[config.mk]
export PLATFORM = sky130hd
export DESIGN_NAME = hmr_mode_ctrl
export DESIGN_NICKNAME = d
export VERILOG_FILES = /design/src/rtl/hmr_pkg.sv /design/src/rtl/hmr_timeout_cnt.sv /design/src/rtl/hmr_mode_ctrl.sv
export SDC_FILE = /design/constraint.sdc
export NUM_CORES = 1
export LEC_CHECK = 0
export ABC_AREA = 0
export CORE_MARGIN = 4
export CORE_UTILIZATION = 56
export DETAILED_ROUTE_END_ITERATION = 8
export GPL_TIMING_DRIVEN = 0
export PLACE_DENSITY = 0.95
export SETUP_SLACK_MARGIN = 0.1
export SYNTH_ARGS = -nofsm -noshare
export SYNTH_HDL_FRONTEND = slang
export SYNTH_HIERARCHICAL = 1
export SYNTH_SLANG_ARGS = --single-unit
[constraint.sdc]
create_clock -name clk_i -period 6.1 [get_ports clk_i]
set_input_delay 1.22 -clock clk_i [delete_from_list [all_inputs] [get_ports clk_i]]
set_output_delay 1.22 -clock clk_i [all_outputs]
set_load 0.1 [all_outputs]
[src/rtl/hmr_pkg.sv]
// Shared types and constants for the HMR mode-change sequencer.
package hmr_pkg;

  typedef enum logic [2:0] {
    StIdle,
    StHalt,
    StFlush,
    StDrain,
    StSwitch,
    StResume
  } hmr_mode_state_e;

  localparam logic HMR_MODE_INDEP = 1'b0;
  localparam logic HMR_MODE_DMR   = 1'b1;

  // In DMR mode cache1 shadows cache0, so only cache0 holds state worth flushing.
  function automatic logic [1:0] active_caches(input logic dmr);
    return dmr ? 2'b01 : 2'b11;
  endfunction

endpackage

[src/rtl/hmr_timeout_cnt.sv]
// Wait-state watchdog: counts cycles while enabled, flags the last allowed cycle.
module hmr_timeout_cnt #(
  parameter int unsigned MaxCycles = 1024
) (
  input  logic clk_i,
  input  logic rst_ni,
  input  logic clr_i,
  input  logic en_i,
  output logic expired_o
);

  localparam int unsigned CntWidth = $clog2(MaxCycles);
  localparam logic [CntWidth-1:0] LastCnt = CntWidth'(MaxCycles - 1);

  logic [CntWidth-1:0] cnt_q, cnt_d;

  assign expired_o = en_i && (cnt_q == LastCnt);

  always_comb begin
    cnt_d = cnt_q;
    if (clr_i) begin
      cnt_d = '0;
    end else if (en_i && !expired_o) begin
      cnt_d = cnt_q + CntWidth'(1);
    end
  end

  always_ff @(posedge clk_i or negedge rst_ni) begin
    if (!rst_ni) begin
      cnt_q <= '0;
    end else begin
      cnt_q <= cnt_d;
    end
  end

endmodule

[src/rtl/hmr_mode_ctrl.sv]
// Sequences safe independent/DMR mode switches and counts DMR mismatches.
// Optional HMR_MODE_CTRL_AUTO_FALLBACK_EN: a counted failure drops back to independent mode.
module hmr_mode_ctrl
  import hmr_pkg::*;
#(
  parameter int unsigned TimeoutCycles = 1024,
  parameter int unsigned FailCntWidth  = 8,
  parameter logic        ResetDmr      = 1'b0
) (
  input  logic                    clk_i,
  input  logic                    rst_ni,
  input  logic                    mode_req_valid_i,
  input  logic                    mode_req_dmr_i,
  output logic                    mode_req_ready_o,
  output logic                    mode_done_o,
  output logic                    mode_err_o,
  output logic                    dmr_mode_active_o,
  output logic [1:0]              core_halt_o,
  input  logic [1:0]              core_halted_i,
  output logic [1:0]              dcache_flush_o,
  input  logic [1:0]              dcache_flush_ack_i,
  input  logic [1:0]              dcache_wbuffer_empty_i,
  input  logic                    dmr_failure_i,
  input  logic                    fail_cnt_clr_i,
  output logic [FailCntWidth-1:0] fail_cnt_o,
  output logic                    fail_irq_o
);

  hmr_mode_state_e   state_q, state_d;
  logic              mode_q, mode_d;
  logic [1:0]        flush_q, flush_d;
  logic [1:0]        acked_q, acked_d;
  logic              done_q, done_d;
  logic              err_q, err_d;
  logic [FailCntWidth-1:0] fail_cnt_q, fail_cnt_d;
  logic              irq_q, irq_d;

  logic       tmo_clr, tmo_en, tmo_expired;
  logic       fail_counted, fallback_start;
  logic [1:0] active, acked_now;

  // SWITCH is excluded because the lockstep comparison is not meaningful while the mode flips.
  assign fail_counted = dmr_failure_i && (mode_q == HMR_MODE_DMR) && (state_q != StSwitch);

`ifdef HMR_MODE_CTRL_AUTO_FALLBACK_EN
  logic pend_q, pend_d;

  assign fallback_start = (state_q == StIdle) && (mode_q == HMR_MODE_DMR) &&
                          (fail_counted || pend_q);

  always_comb begin
    pend_d = pend_q;
    if (state_q == StIdle) begin
      pend_d = 1'b0;
    end else if (fail_counted) begin
      pend_d = 1'b1;
    end
  end

  always_ff @(posedge clk_i or negedge rst_ni) begin
    if (!rst_ni) begin
      pend_q <= 1'b0;
    end else begin
      pend_q <= pend_d;
    end
  end
`else
  assign fallback_start = 1'b0;
`endif

  assign active    = active_caches(mode_q);
  assign acked_now = acked_q | (dcache_flush_ack_i & flush_q);

  always_comb begin
    state_d = state_q;
    mode_d  = mode_q;
    flush_d = flush_q;
    acked_d = acked_q;
    done_d  = 1'b0;
    err_d   = 1'b0;
    unique case (state_q)
      StIdle: begin
        if (fallback_start) begin
          state_d = StHalt;
        end else if (mode_req_valid_i) begin
          if (mode_req_dmr_i == mode_q) begin
            done_d = 1'b1;
          end else begin
            state_d = StHalt;
          end
        end
      end
      StHalt: begin
        if (core_halted_i == 2'b11) begin
          state_d = StFlush;
          flush_d = active;
          acked_d = '0;
        end else if (tmo_expired) begin
          state_d = StResume;
          err_d   = 1'b1;
        end
      end
      StFlush: begin
        acked_d = acked_now;
        flush_d = flush_q & ~dcache_flush_ack_i;
        if ((acked_now & active) == active) begin
          state_d = StDrain;
        end else if (tmo_expired) begin
          state_d = StResume;
          flush_d = '0;
          err_d   = 1'b1;
        end
      end
      StDrain: begin
        if ((dcache_wbuffer_empty_i & active) == active) begin
          state_d = StSwitch;
        end else if (tmo_expired) begin
          state_d = StResume;
          err_d   = 1'b1;
        end
      end
      StSwitch: begin
        mode_d  = ~mode_q;
        done_d  = 1'b1;
        state_d = StResume;
      end
      StResume: state_d = StIdle;
      default:  state_d = StIdle;
    endcase
  end

  assign tmo_en  = (state_q == StHalt) || (state_q == StFlush) || (state_q == StDrain);
  assign tmo_clr = (state_d != state_q);

  hmr_timeout_cnt #(
    .MaxCycles(TimeoutCycles)
  ) u_timeout (
    .clk_i    (clk_i),
    .rst_ni   (rst_ni),
    .clr_i    (tmo_clr),
    .en_i     (tmo_en),
    .expired_o(tmo_expired)
  );

  always_comb begin
    fail_cnt_d = fail_cnt_q;
    irq_d      = irq_q;
    if (fail_cnt_clr_i) begin
      fail_cnt_d = {{(FailCntWidth-1){1'b0}}, fail_counted};
      irq_d      = fail_counted;
    end else if (fail_counted) begin
      if (fail_cnt_q != '1) begin
        fail_cnt_d = fail_cnt_q + FailCntWidth'(1);
      end
      irq_d = 1'b1;
    end
  end

  always_ff @(posedge clk_i or negedge rst_ni) begin
    if (!rst_ni) begin
      state_q    <= StIdle;
      mode_q     <= ResetDmr;
      flush_q    <= '0;
      acked_q    <= '0;
      done_q     <= 1'b0;
      err_q      <= 1'b0;
      fail_cnt_q <= '0;
      irq_q      <= 1'b0;
    end else begin
      state_q    <= state_d;
      mode_q     <= mode_d;
      flush_q    <= flush_d;
      acked_q    <= acked_d;
      done_q     <= done_d;
      err_q      <= err_d;
      fail_cnt_q <= fail_cnt_d;
      irq_q      <= irq_d;
    end
  end

  assign mode_req_ready_o  = (state_q == StIdle) && !fallback_start;
  assign mode_done_o       = done_q;
  assign mode_err_o        = err_q;
  assign dmr_mode_active_o = mode_q;
  assign core_halt_o       = ((state_q == StHalt) || (state_q == StFlush) ||
                              (state_q == StDrain) || (state_q == StSwitch)) ? 2'b11 : 2'b00;
  assign dcache_flush_o    = flush_q;
  assign fail_cnt_o        = fail_cnt_q;
  assign fail_irq_o        = irq_q;

endmodule

==> summary.md, run 1 <==
| Metric | Value |
|---|---|
| Status | `finished clean` |
| Synth top area cells | `dfrtp_1 (44%), nor2_1 (4.1%), a21oi_1 (3.7%)` |
| Synth top cells by count | `dfrtp_1 (29), nor2_1 (18), a21oi_1 (12), o21ai_0 (12), nand2_1 (11)` |
| Clk buf depth | `2` |
| Layout cells sized above 1 | `0.119` |
| Post-Syn Area | `1630 um^2` |
| Num ports | `29` |
| Levels on crit path | `4` |
| Reg-to-reg slack, setup | `3000 ps` |
| Sw Ratio | `0.534` |
| XOR/XNOR Fraction of Synth Area | `0.0322` |
| Area Overhead vs Synth | `22.9%` |
| Count leader, synth | `dfrtp_1` |
| CTS Sinks | `29` |
| Post-synthesis adder-cell area fraction | `0.0153` |
| Worst Hold Class | `flip-flop to flip-flop` |
| H-tree levels | `2` |
| Initial antenna violation count | `0` |
| Post-synth EDFFs | `0` |
| Unrepaired setup endpoints after global routing | `false` |
| Port bufs | `27` |
| Via count | `1471` |
| Die Y | `62.0 um` |
| Fin. Hold Viols | `0` |
| CP top delay family | `buffers and inverters` |
| Synth Instances | `167` |
| Net Count, Synth | `181` |
| Tcrit/Tclk final | `0.630` |
| Die Width | `62.0 um` |
| Wirelength per Cell | `16.9 um` |
| Initial Utilization | `0.587` |
| GRT Util Overall | `0.232` |
| Crit-path cells | `nor2_1 > xnor2_1 > buf_4 > clkdlybuf4s50_1` |
| Post-synth ARST share | `1.00` |
| Post-synthesis mux area share | `0.0123` |
| Worst-Margin Slew | `975 ps` |
| Clock Latency Late Sink | `330 ps` |
| Worst-path clk slew | `100 ps` |
| Setup violators final | `0` |
| Number of fill cells in the layout | `194` |
| Peak Freq | `0.260 GHz` |
| Worst Hold Launch | `acked_q[1]$_DFFE_PN0P_` |
| Post-synth cell types | `49` |
| Switch Pwr | `512 uW` |
| Flop and latch count out of synthesis | `29` |
| Int Power | `446 uW` |
| First-pass GRT wire length | `6510 um` |
| Root buf cell | `clkbuf_4` |
| Number of DRC markers in iteration 0 | `91` |
| Post-CTS Setup Bufs | `0` |
| Largest net degree at the start of global routing | `30` |
| Vias in the first global route | `1498` |
| Combinational power share | `0.577` |
| Synth area leader | `dfrtp_1` |
| RD Place Congestion | `0.918` |
| Worst min-delay path endpoint | `acked_q[1]$_DFFE_PN0P_` |
| CTS tree | `built` |
| Global route overflow | `0` |
| Antenna Nets Post-Route | `0` |
| N_diodes | `0` |
| Crit path max fanout | `7` |
| Critical path class | `flip-flop to primary output` |
| Nets | `215` |
| Post-synth top area share | `0.445` |
| Part of the power in registers | `0.282` |
| PwrDens | `478 nW/um^2` |
| Worst Hold Depth | `2` |
| Syn Area/Cell | `9.77 um^2` |
| Total power | `958 uW` |
| Primary FF master, synth | `dfrtp_1` |
| Worst path arrival time | `2620 ps` |
| CP max-delay cell | `clkdlybuf4s50_1` |
| Post-synthesis sequential area ratio | `0.445` |
| Hold-fix buffers, CTS | `0` |
| Worst setup SP type | `flip-flop` |
| Critical path's largest stage delay | `1120 ps` |
| Fin crit period | `3840 ps` |
| Synth warnings | `6` |
| Post-Synth Simple-Gate Area | `0.251` |
| Reported max-cap violation count | `0` |
| CTS buffer count | `5` |
| Leakage | `0.000816 uW` |
| RR Endpoint | `u_timeout/cnt_q[1]$_DFFE_PN0P_` |
| Cell row count | `19` |
| CP bufs+invs | `2` |
| Setup_tns | `0 ps` |
| CORE AREA | `2780 um^2` |
| Die area | `3840 um^2` |
| Maximum vdd drop | `0.000631 V` |
| Remaining routing DRC violations | `0` |
| Vias per cell | `6.31` |
| Clock skew | `7.51 ps` |
| Cell Area, Placed | `1940 um^2` |
| Total wire length | `3950 um` |
| Hold WS | `518 ps` |
| R2R Path Start | `state_q[0]$_DFF_PN0_` |
| Slew Limit Fails | `0` |
| HPWL Detailed | `2840 um` |
| Design Area, Final | `2010 um^2` |
| Req. time, crit path | `4880 ps` |
| Capturing element type of the critical path | `primary output` |
| Largest family of logic cells by synthesized area | `simple AND/OR/NAND/NOR gates` |
| Worst Reg-to-Reg Cells | `11` |
| Slew margin rel. | `0.348` |
| Clock power frac | `0.141` |
| Post-CTS Resized | `0` |
| Drt pass-1 iters | `5` |
| Area fraction in compound gates after synthesis | `0.203` |
-- logic make-up (layout without fill, tap and decap cells) --
| group | Yosys count | after routing |
|---|---|---|
| flip-flops | 29 | 29 |
| adder cells (fa/ha/maj) | 2 | 2 |
| multiplexers | 2 | 2 |
| AND/OR/NAND/NOR | 66 | 66 |
| buffers and inverters | 14 | 49 |
| XOR/XNOR | 6 | 6 |
| AO/OA/AOI/OAI | 48 | 48 |
-- cell type report --
class / instances / area [um^2] / share of cell area
clock buffer: 7 / 65.1 / 0.0324
multi-input combinational: 124 / 838 / 0.418
tap: 31 / 38.8 / 0.0193
inverter: 9 / 33.8 / 0.0168
buffer: 5 / 33.8 / 0.0168
sequential: 29 / 726 / 0.362
timing repair buffer: 27 / 265 / 0.132
clock inverter: 1 / 5.00 / 0.00250
-- layer usage --
layer / vias up / track usage / wire length, um / share of wire
li1: 697 / - / - / -
met1: 715 / 0.277 / 1660 / 0.42
met2: 54 / 0.385 / 1970 / 0.50
met3: 5 / 0.0537 / 277 / 0.070
met4: 0 / 0.124 / 40 / 0.010
met5: - / 0 / 0 / 0
-- worst min-delay path, cell delays in order, from the launching register on --
cell and delay (ps):
dfrtp_1 360, a31oi_1 50, nor2_1 70
-- sequential cells by signal, indices dropped and copies added, names as in the netlist --
signal,cells
state_q,3
mode_done_o,1
fail_cnt_o,8
dcache_flush_o,2
acked_q,2
dmr_mode_active_o,1
fail_irq_o,1
u_timeout/cnt_q,10
mode_err_o,1
-- power groups by stage --
| stage | logic [uW] | registers, uW | clock network (uW) |
|---|---|---|---|
| 2_1_floorplan | 292 | 401 | 0 |
| 3_3_place_gp | 535 | 269 | 0 |
| 3_5_place_dp | 548 | 272 | 0 |
| 4_1_cts | 553 | 269 | 136 |
| 5_1_grt | 584 | 276 | 146 |
| 6_report | 553 | 270 | 135 |
-- cells in the final DEF (no fill, tap or decap), types with 2 or more instances in the layout --
| master | count |
|---|---|
| and3_1 | 2 |
| xor2_1 | 4 |
| clkbuf_8 | 2 |
| nand2_1 | 11 |
| o21ai_0 | 12 |
| nor3_1 | 4 |
| or3_1 | 2 |
| nand4_4 | 2 |
| o211ai_1 | 2 |
| dfrtp_1 | 29 |
| clkbuf_4 | 5 |
| buf_4 | 2 |
| mux2i_1 | 2 |
| xnor2_1 | 2 |
| a211oi_1 | 2 |
| ha_1 | 2 |
| a21oi_1 | 12 |
| inv_1 | 9 |
| buf_1 | 2 |
| o31ai_1 | 4 |
| and4_4 | 2 |
| o41ai_1 | 2 |
| o311ai_0 | 2 |
| clkdlybuf4s50_1 | 26 |
| nand3_1 | 8 |
| or4_1 | 3 |
| or3b_1 | 2 |
| nor2_1 | 18 |
| a31oi_1 | 2 |
-- how the worst max path moves through the flow --
stage,startpoint,slack (ps),end
after floorplan,state_q[0]$_DFF_PN0_,2180,core_halt_o[1]
after global placement,state_q[0]$_DFF_PN0_,2680,core_halt_o[1]
after detailed placement,state_q[0]$_DFF_PN0_,2630,core_halt_o[1]
after CTS,state_q[0]$_DFF_PN0_,2270,core_halt_o[1]
after global routing,state_q[0]$_DFF_PN0_,2200,core_halt_o[1]
final,state_q[0]$_DFF_PN0_,2260,core_halt_o[1]
-- per-stage QoR --
step	setup WS (ps)	std cells	utilization
after global routing	2200	233	0.721
after detailed placement	2630	225	0.698
after global placement	2680	225	0.698
after CTS	2270	233	0.723
final	2260	233	0.721
after floorplan	2180	167	-
Power figures use the tool's default switching activity.
==> run 2: changes to the inputs <==
--- a/config.mk
+++ b/config.mk
@@ -7,10 +7,10 @@
 export LEC_CHECK = 0
 export ABC_AREA = 0
 export CORE_MARGIN = 4
-export CORE_UTILIZATION = 56
+export CORE_UTILIZATION = 47
 export DETAILED_ROUTE_END_ITERATION = 8
 export GPL_TIMING_DRIVEN = 0
-export PLACE_DENSITY = 0.95
+export PLACE_DENSITY = 0.86
 export SETUP_SLACK_MARGIN = 0.1
 export SYNTH_ARGS = -nofsm -noshare
 export SYNTH_HDL_FRONTEND = slang
==> constraint.sdc (replaced) <==
create_clock -name clk_i -period 3.3 [get_ports clk_i]
set_input_delay 0.66 -clock clk_i [delete_from_list [all_inputs] [get_ports clk_i]]
set_output_delay 0.66 -clock clk_i [all_outputs]
set_load 0.1 [all_outputs]
==> summary.md, run 2 (synthesis gave the netlist of run 1 again) <==
| Metric | Value |
|---|---|
| Worst path arrival time | `2320 ps (-300 ps)` |
| Sw Ratio | `0.535 (+0.000612)` |
| CP bufs+invs | `2 (unchanged)` |
| Num ports | `29 (unchanged)` |
| Vias in the first global route | `1295 (-14%)` |
| CTS buffer count | `5 (unchanged)` |
| Clock Latency Late Sink | `320 ps (about the same)` |
| Layout cells sized above 1 | `0.119 (+0.000591)` |
| Number of fill cells in the layout | `288 (+48%)` |
| Tcrit/Tclk final | `0.903` |
| Worst Setup SP | `state_q[0]$_DFF_PN0_` |
| Reported max-cap violation count | `0 (unchanged)` |
| Global route overflow | `0 (unchanged)` |
| Hold WS | `346 ps (-172 ps)` |
| R2R Path Start | `state_q[0]$_DFF_PN0_` |
| N_diodes | `0 (unchanged)` |
| Unrepaired setup endpoints after global routing | `false` |
| Worst setup SP type | `flip-flop` |
| Cell row count | `21 (+2)` |
| CORE AREA | `3340 um^2 (+20%)` |
| CP top delay family | `buffers and inverters` |
| Combinational power share | `0.583 (+0.006)` |
| Vias per cell | `5.68 (-10%)` |
| Switch Pwr | `915 uW (+79%)` |
| Clock power frac | `0.127 (-0.014)` |
| Remaining routing DRC violations | `0 (unchanged)` |
| Maximum vdd drop | `0.000484 V (-23%)` |
| Number of DRC markers in iteration 0 | `109 (+20%)` |
| Biggest register | `u_timeout/cnt_q` |
| CP max-delay cell | `dlygate4sd2_1` |
| GRT Util Overall | `0.177 (-0.0544)` |
| Worst-Margin Slew | `974 ps (-0.958 ps)` |
| Setup violators final | `0 (unchanged)` |
| Total wire length | `3380 um (-14%)` |
| Die area | `4480 um^2 (+17%)` |
| PwrDens | `848 nW/um^2 (+77%)` |
| Slew margin rel. | `0.348 (+0.000640)` |
| Post-CTS Setup Bufs | `0 (unchanged)` |
| Status | `finished clean` |
| Req. time, crit path | `2640 ps (-2240 ps)` |
| Fin crit period | `2980 ps` |
| H-tree levels | `2 (unchanged)` |
| Antenna Nets Post-Route | `0 (unchanged)` |
| Most common cell after layout, fill and taps aside | `dfrtp_1` |
| Worst-path clk slew | `100 ps (about the same)` |
| Slew Limit Fails | `0 (unchanged)` |
| Root buf cell | `clkbuf_4` |
| Initial Utilization | `0.489 (-0.0977)` |
| Worst Hold Class | `input port to async pin` |
| First-pass GRT wire length | `5860 um (-10%)` |
| Die Width | `66.9 um (+8.0%)` |
| Critical path class | `flip-flop to primary output` |
| CTS tree | `built` |
| Clk buf depth | `2 (unchanged)` |
| Port bufs | `27 (unchanged)` |
| Die Y | `66.9 um (+8.0%)` |
| Drt pass-1 iters | `5 (unchanged)` |
| HPWL Detailed | `2460 um (-14%)` |
| Area Overhead vs Synth | `23.7%` |
| Critical path's largest stage delay | `840 ps (-280 ps)` |
| Fin. Hold Viols | `0 (unchanged)` |
| Int Power | `796 uW (+78%)` |
| Via count | `1403 (-4.6%)` |
| Wirelength per Cell | `13.7 um (-19%)` |
| CTS Sinks | `29 (unchanged)` |
| Nets | `215 (unchanged)` |
| Largest net degree at the start of global routing | `30 (unchanged)` |
| Max reg flops | `10 (unchanged)` |
| Crit-path cells | `nor2_1 > xnor2_2 > buf_4 > dlygate4sd2_1` |
| Clock skew | `13.7 ps (+6.23 ps)` |
| RD Place Congestion | `0.908 (-1.1%)` |
| Peak Freq | `0.336 GHz` |
| Commonest non-fill, non-tap cells in the layout | `dfrtp_1 (29), clkdlybuf4s50_1 (23), nor2_1 (18), a21oi_1 (12), o21ai_0 (12)` |
| Capturing element type of the critical path | `primary output` |
| Initial antenna violation count | `0 (unchanged)` |
| Part of the power in registers | `0.290 (+0.008)` |
| Setup_tns | `0 ps (unchanged)` |
| Leakage | `0.000827 uW (+1.4%)` |
| Crit path max fanout | `7 (unchanged)` |
run 2: changes by cell type in the layout (fill, tap and decap cells not counted), sizes merged:
cell,before,now
clkdlybuf4s50,26,23
dlygate4sd2,0,2
buf,6,5
clkbuf,7,8
clkinv,1,0
dlymetal6s2s,0,1
run 2: per-layer routing:
layer / routed length [um] / GRT usage / vias up
li1: - / - / 695
met2: 1580 / 0.272 / 36
met5: 0 / 0 / -
met1: 1600 / 0.228 / 670
met4: 24 / 0.0608 / 0
met3: 186 / 0.0675 / 2
run 2: final timing paths:
path	end	slack, ps	depth (start not counted)
max in group asynchronous	u_timeout/cnt_q[7]$_DFFE_PN0P_	2530	1
worst min register to register	acked_q[1]$_DFFE_PN0P_	510	2
worst min-delay path	state_q[0]$_DFF_PN0_	350	1
worst max-delay path	core_halt_o[1]	320	4
min in group clk_i	acked_q[1]$_DFFE_PN0P_	510	2
worst max register to register	u_timeout/cnt_q[4]$_DFFE_PN0P_	450	11
run 2: what timing repair did:
item / CTS / global route
hold buffers: 0 / 0
setup endpoints to repair: 2 / 11
hold endpoints to repair: 0 / 0
gates resized for setup: 2 / 2
run 2: worst reg2reg max path: cells and delay by family, from the launching register on:
| family | cells | cell delay (ps) |
|---|---|---|
| flops | 1 | 470 |
| compound gates | 2 | 580 |
| buf+inv | 1 | 190 |
| simple gates | 8 | 1500 |
run 2: layout make-up:
class	instances	area [um^2]	share of cell area
Clock buffer	7	55.1	0.0273
Tap cell	46	57.6	0.0285
Multi-Input combinational cell	124	846	0.419
Sequential cell	29	726	0.360
Timing Repair Buffer	27	265	0.131
Buffer	5	35.0	0.0174
Inverter	9	33.8	0.0167
run 2: metrics by stage:
step / cell area (um^2) / utilization / setup slack (ps) / total power [uW] / instances
final: 2020 / 0.605 / 321 / 1710 / 247
after global routing: 2020 / 0.605 / 200 / 1820 / 247
after CTS: 2020 / 0.605 / 135 / 1720 / 247
after detailed placement: 1970 / 0.589 / 374 / 1510 / 240
after global placement: 1970 / 0.589 / 416 / 1500 / 240
after floorplan: 1640 / - / 509 / 1290 / 167
run 2: power by group through the flow:
| stage | registers, uW | logic [uW] | clock network, uW |
|---|---|---|---|
| 2_1_floorplan | 742 | 548 | 0 |
| 3_3_place_gp | 501 | 1000 | 0 |
| 3_5_place_dp | 503 | 1010 | 0 |
| 4_1_cts | 497 | 999 | 224 |
| 5_1_grt | 513 | 1060 | 243 |
| 6_report | 497 | 997 | 217 |
==> run 3: changes to the inputs <==
--- a/config.mk
+++ b/config.mk
@@ -9,7 +9,7 @@
 export CORE_MARGIN = 4
 export CORE_UTILIZATION = 47
 export DETAILED_ROUTE_END_ITERATION = 8
-export GPL_TIMING_DRIVEN = 0
+export GPL_TIMING_DRIVEN = 1
 export PLACE_DENSITY = 0.86
 export SETUP_SLACK_MARGIN = 0.1
 export SYNTH_ARGS = -nofsm -noshare
==> summary.md, run 3 (synthesis gave the netlist of run 1 again) <==
| Metric | Value |
|---|---|
| Clock Latency Late Sink | `320 ps (about the same)` |
| Num ports | `29 (unchanged)` |
| Layout cells sized above 1 | `0.187 (+0.0675)` |
| Slew margin rel. | `0.679 (+0.330)` |
| GRT busiest layer | `met2` |
| Nets | `212 (-1.4%)` |
| Worst Hold Launch | `acked_q[1]$_DFFE_PN0P_` |
| Post-CTS Setup Bufs | `0 (unchanged)` |
| Clk buf depth | `2 (unchanged)` |
| Worst-Margin Slew | `480 ps (-494 ps)` |
| Slew Limit Fails | `0 (unchanged)` |
| Unrepaired setup endpoints after global routing | `false` |
| FF+latch area | `726 um^2 (unchanged)` |
| Fin. Hold Viols | `0 (unchanged)` |
| Wirelength per Cell | `14.5 um (+6.1%)` |
| Initial Utilization | `0.489 (unchanged)` |
| Vias in the first global route | `1363 (+5.3%)` |
| CTS buffer count | `5 (unchanged)` |
| Port bufs | `28 (+3.7%)` |
| CORE AREA | `3340 um^2 (unchanged)` |
| Clock skew | `2.15 ps (-11.6 ps)` |
| Maximum vdd drop | `0.000639 V (+32%)` |
| CP max-delay cell | `dfrtp_1` |
| Setup_tns | `0 ps (unchanged)` |
| Hold-fix buffers, CTS | `0 (unchanged)` |
| Cell row count | `21 (unchanged)` |
| Worst Reg-to-Reg Cells | `10 (-1)` |
| Worst-path clk slew | `90 ps (about the same)` |
| Largest net degree at the start of global routing | `30 (unchanged)` |
| Worst min-delay path endpoint | `acked_q[1]$_DFFE_PN0P_` |
| Critical path's largest stage delay | `460 ps (-380 ps)` |
| Tcrit/Tclk final | `0.862 (-0.0409)` |
| GRT Util Overall | `0.182 (+0.00462)` |
| Die area | `4480 um^2 (unchanged)` |
| Worst Setup SP | `state_q[0]$_DFF_PN0_` |
| Crit-path cells | `nor2_1 > nor2_1 > nand3_1 > or2_1 > nor3_1 > and3b_1 > a311oi_2 > nand3_1 > a221o_1 > nor3_1` |
| Leakage | `0.000827 uW (about the same)` |
| Initial antenna violation count | `0 (unchanged)` |
| Met1 Usage GRT | `0.222 (-0.00529)` |
| Via count | `1412 (+0.64%)` |
| GR Layer Usage met3 | `0.0506 (-0.0169)` |
| Met2 usage | `0.297 (+0.0248)` |
| Number of fill cells in the layout | `292 (+1.4%)` |
| Status | `finished clean` |
| Number of DRC markers in iteration 0 | `88 (-19%)` |
| Worst Hold Depth | `2` |
| PwrDens | `857 nW/um^2 (+1.1%)` |
| Worst path arrival time | `3080 ps (+760 ps)` |
| CTS Sinks | `29 (unchanged)` |
| Setup violators final | `0 (unchanged)` |
| Capturing element type of the critical path | `flip-flop` |
| CTS tree | `built` |
| N_diodes | `0 (unchanged)` |
| Reg-to-reg slack, setup | `460 ps (about the same)` |
| RR Endpoint | `u_timeout/cnt_q[2]$_DFFE_PN0P_` |
| Commonest non-fill, non-tap cells in the layout | `dfrtp_1 (29), nor2_1 (18), buf_4 (18), a21oi_1 (12), o21ai_0 (12)` |
| HPWL Detailed | `2550 um (+3.9%)` |
| Post-CTS Resized | `0 (-2)` |
| Most common cell after layout, fill and taps aside | `dfrtp_1` |
| First-pass GRT wire length | `6120 um (+4.5%)` |
| Antenna Nets Post-Route | `0 (unchanged)` |
| Area taken by multi-input logic gates | `846 um^2 (unchanged)` |
| Drt pass-1 iters | `4 (-1)` |
| Crit path max fanout | `10 (+3)` |
| Worst Hold Class | `flip-flop to flip-flop` |
| Die Y | `66.9 um (unchanged)` |
| Req. time, crit path | `3530 ps (+890 ps)` |
| Critical path class | `flip-flop to flip-flop` |
| RD Place Congestion | `0.909 (+0.15%)` |
| Root buf cell | `clkbuf_4` |
| Fin crit period | `2840 ps (-135 ps)` |
| Biggest register | `u_timeout/cnt_q` |
| R2R Path Start | `state_q[0]$_DFF_PN0_` |
| Reported max-cap violation count | `0 (unchanged)` |
| Peak Freq | `0.352 GHz (+4.7%)` |
| Die Width | `66.9 um (unchanged)` |
| Total power | `1680 uW (-1.7%)` |
| Total wire length | `3550 um (+4.8%)` |
| Remaining routing DRC violations | `0 (unchanged)` |
| H-tree levels | `2 (unchanged)` |
| Max reg flops | `10 (unchanged)` |
| Global route overflow | `0 (unchanged)` |
| Worst setup SP type | `flip-flop` |
| Vias per cell | `5.79 (+1.9%)` |
| Area Overhead vs Synth | `20.3%` |
run 3: cell type report:
type	count	area share
tap	46	0.0293
inverter	9	0.0172
multi-input combinational	124	0.431
clock buffer	7	0.0280
timing repair buffer	29	0.125
sequential	29	0.370
run 3: worst max path at each step:
stage | to | slack (ps)
detailed placement | u_timeout/cnt_q[9]$_DFFE_PN0P_ | 520
CTS | u_timeout/cnt_q[9]$_DFFE_PN0P_ | 490
floorplan | mode_req_ready_o | 510
global route | u_timeout/cnt_q[9]$_DFFE_PN0P_ | 170
global placement | u_timeout/cnt_q[9]$_DFFE_PN0P_ | 700
finish | u_timeout/cnt_q[2]$_DFFE_PN0P_ | 460
run 3: critical path: cells and delay by family, from the launching register on:
family / cells / cell delay (ps)
and+or+nand+nor: 8 / 1530
DFF: 1 / 460
AOI/OAI and AO/OA: 2 / 750
run 3: power by group:
group / internal (uW) / switching (uW) / total (uW)
Clock: 100 / 118 / 219
Combinational: 236 / 710 / 946
Sequential: 427 / 89.6 / 517
Total: 764 / 918 / 1680
run 3: metal layers:
layer,part of all wire,wire [um]
met1,0.46,1630
met2,0.48,1700
met3,0.049,172
met4,0.014,48
met5,0,0
run 3: metrics by stage:
| stage | area (um^2) | cells | setup slack (ps) | util | hold WS, ps |
|---|---|---|---|---|---|
| final | 1960 | 244 | 456 | 0.588 | 509 |
| after global routing | 1960 | 244 | 165 | 0.588 | 566 |
| after floorplan | 1640 | 167 | 509 | - | 364 |
| after CTS | 1960 | 244 | 493 | 0.588 | 515 |
| after detailed placement | 1910 | 237 | 517 | 0.572 | 496 |
| after global placement | 1910 | 237 | 696 | 0.572 | 478 |
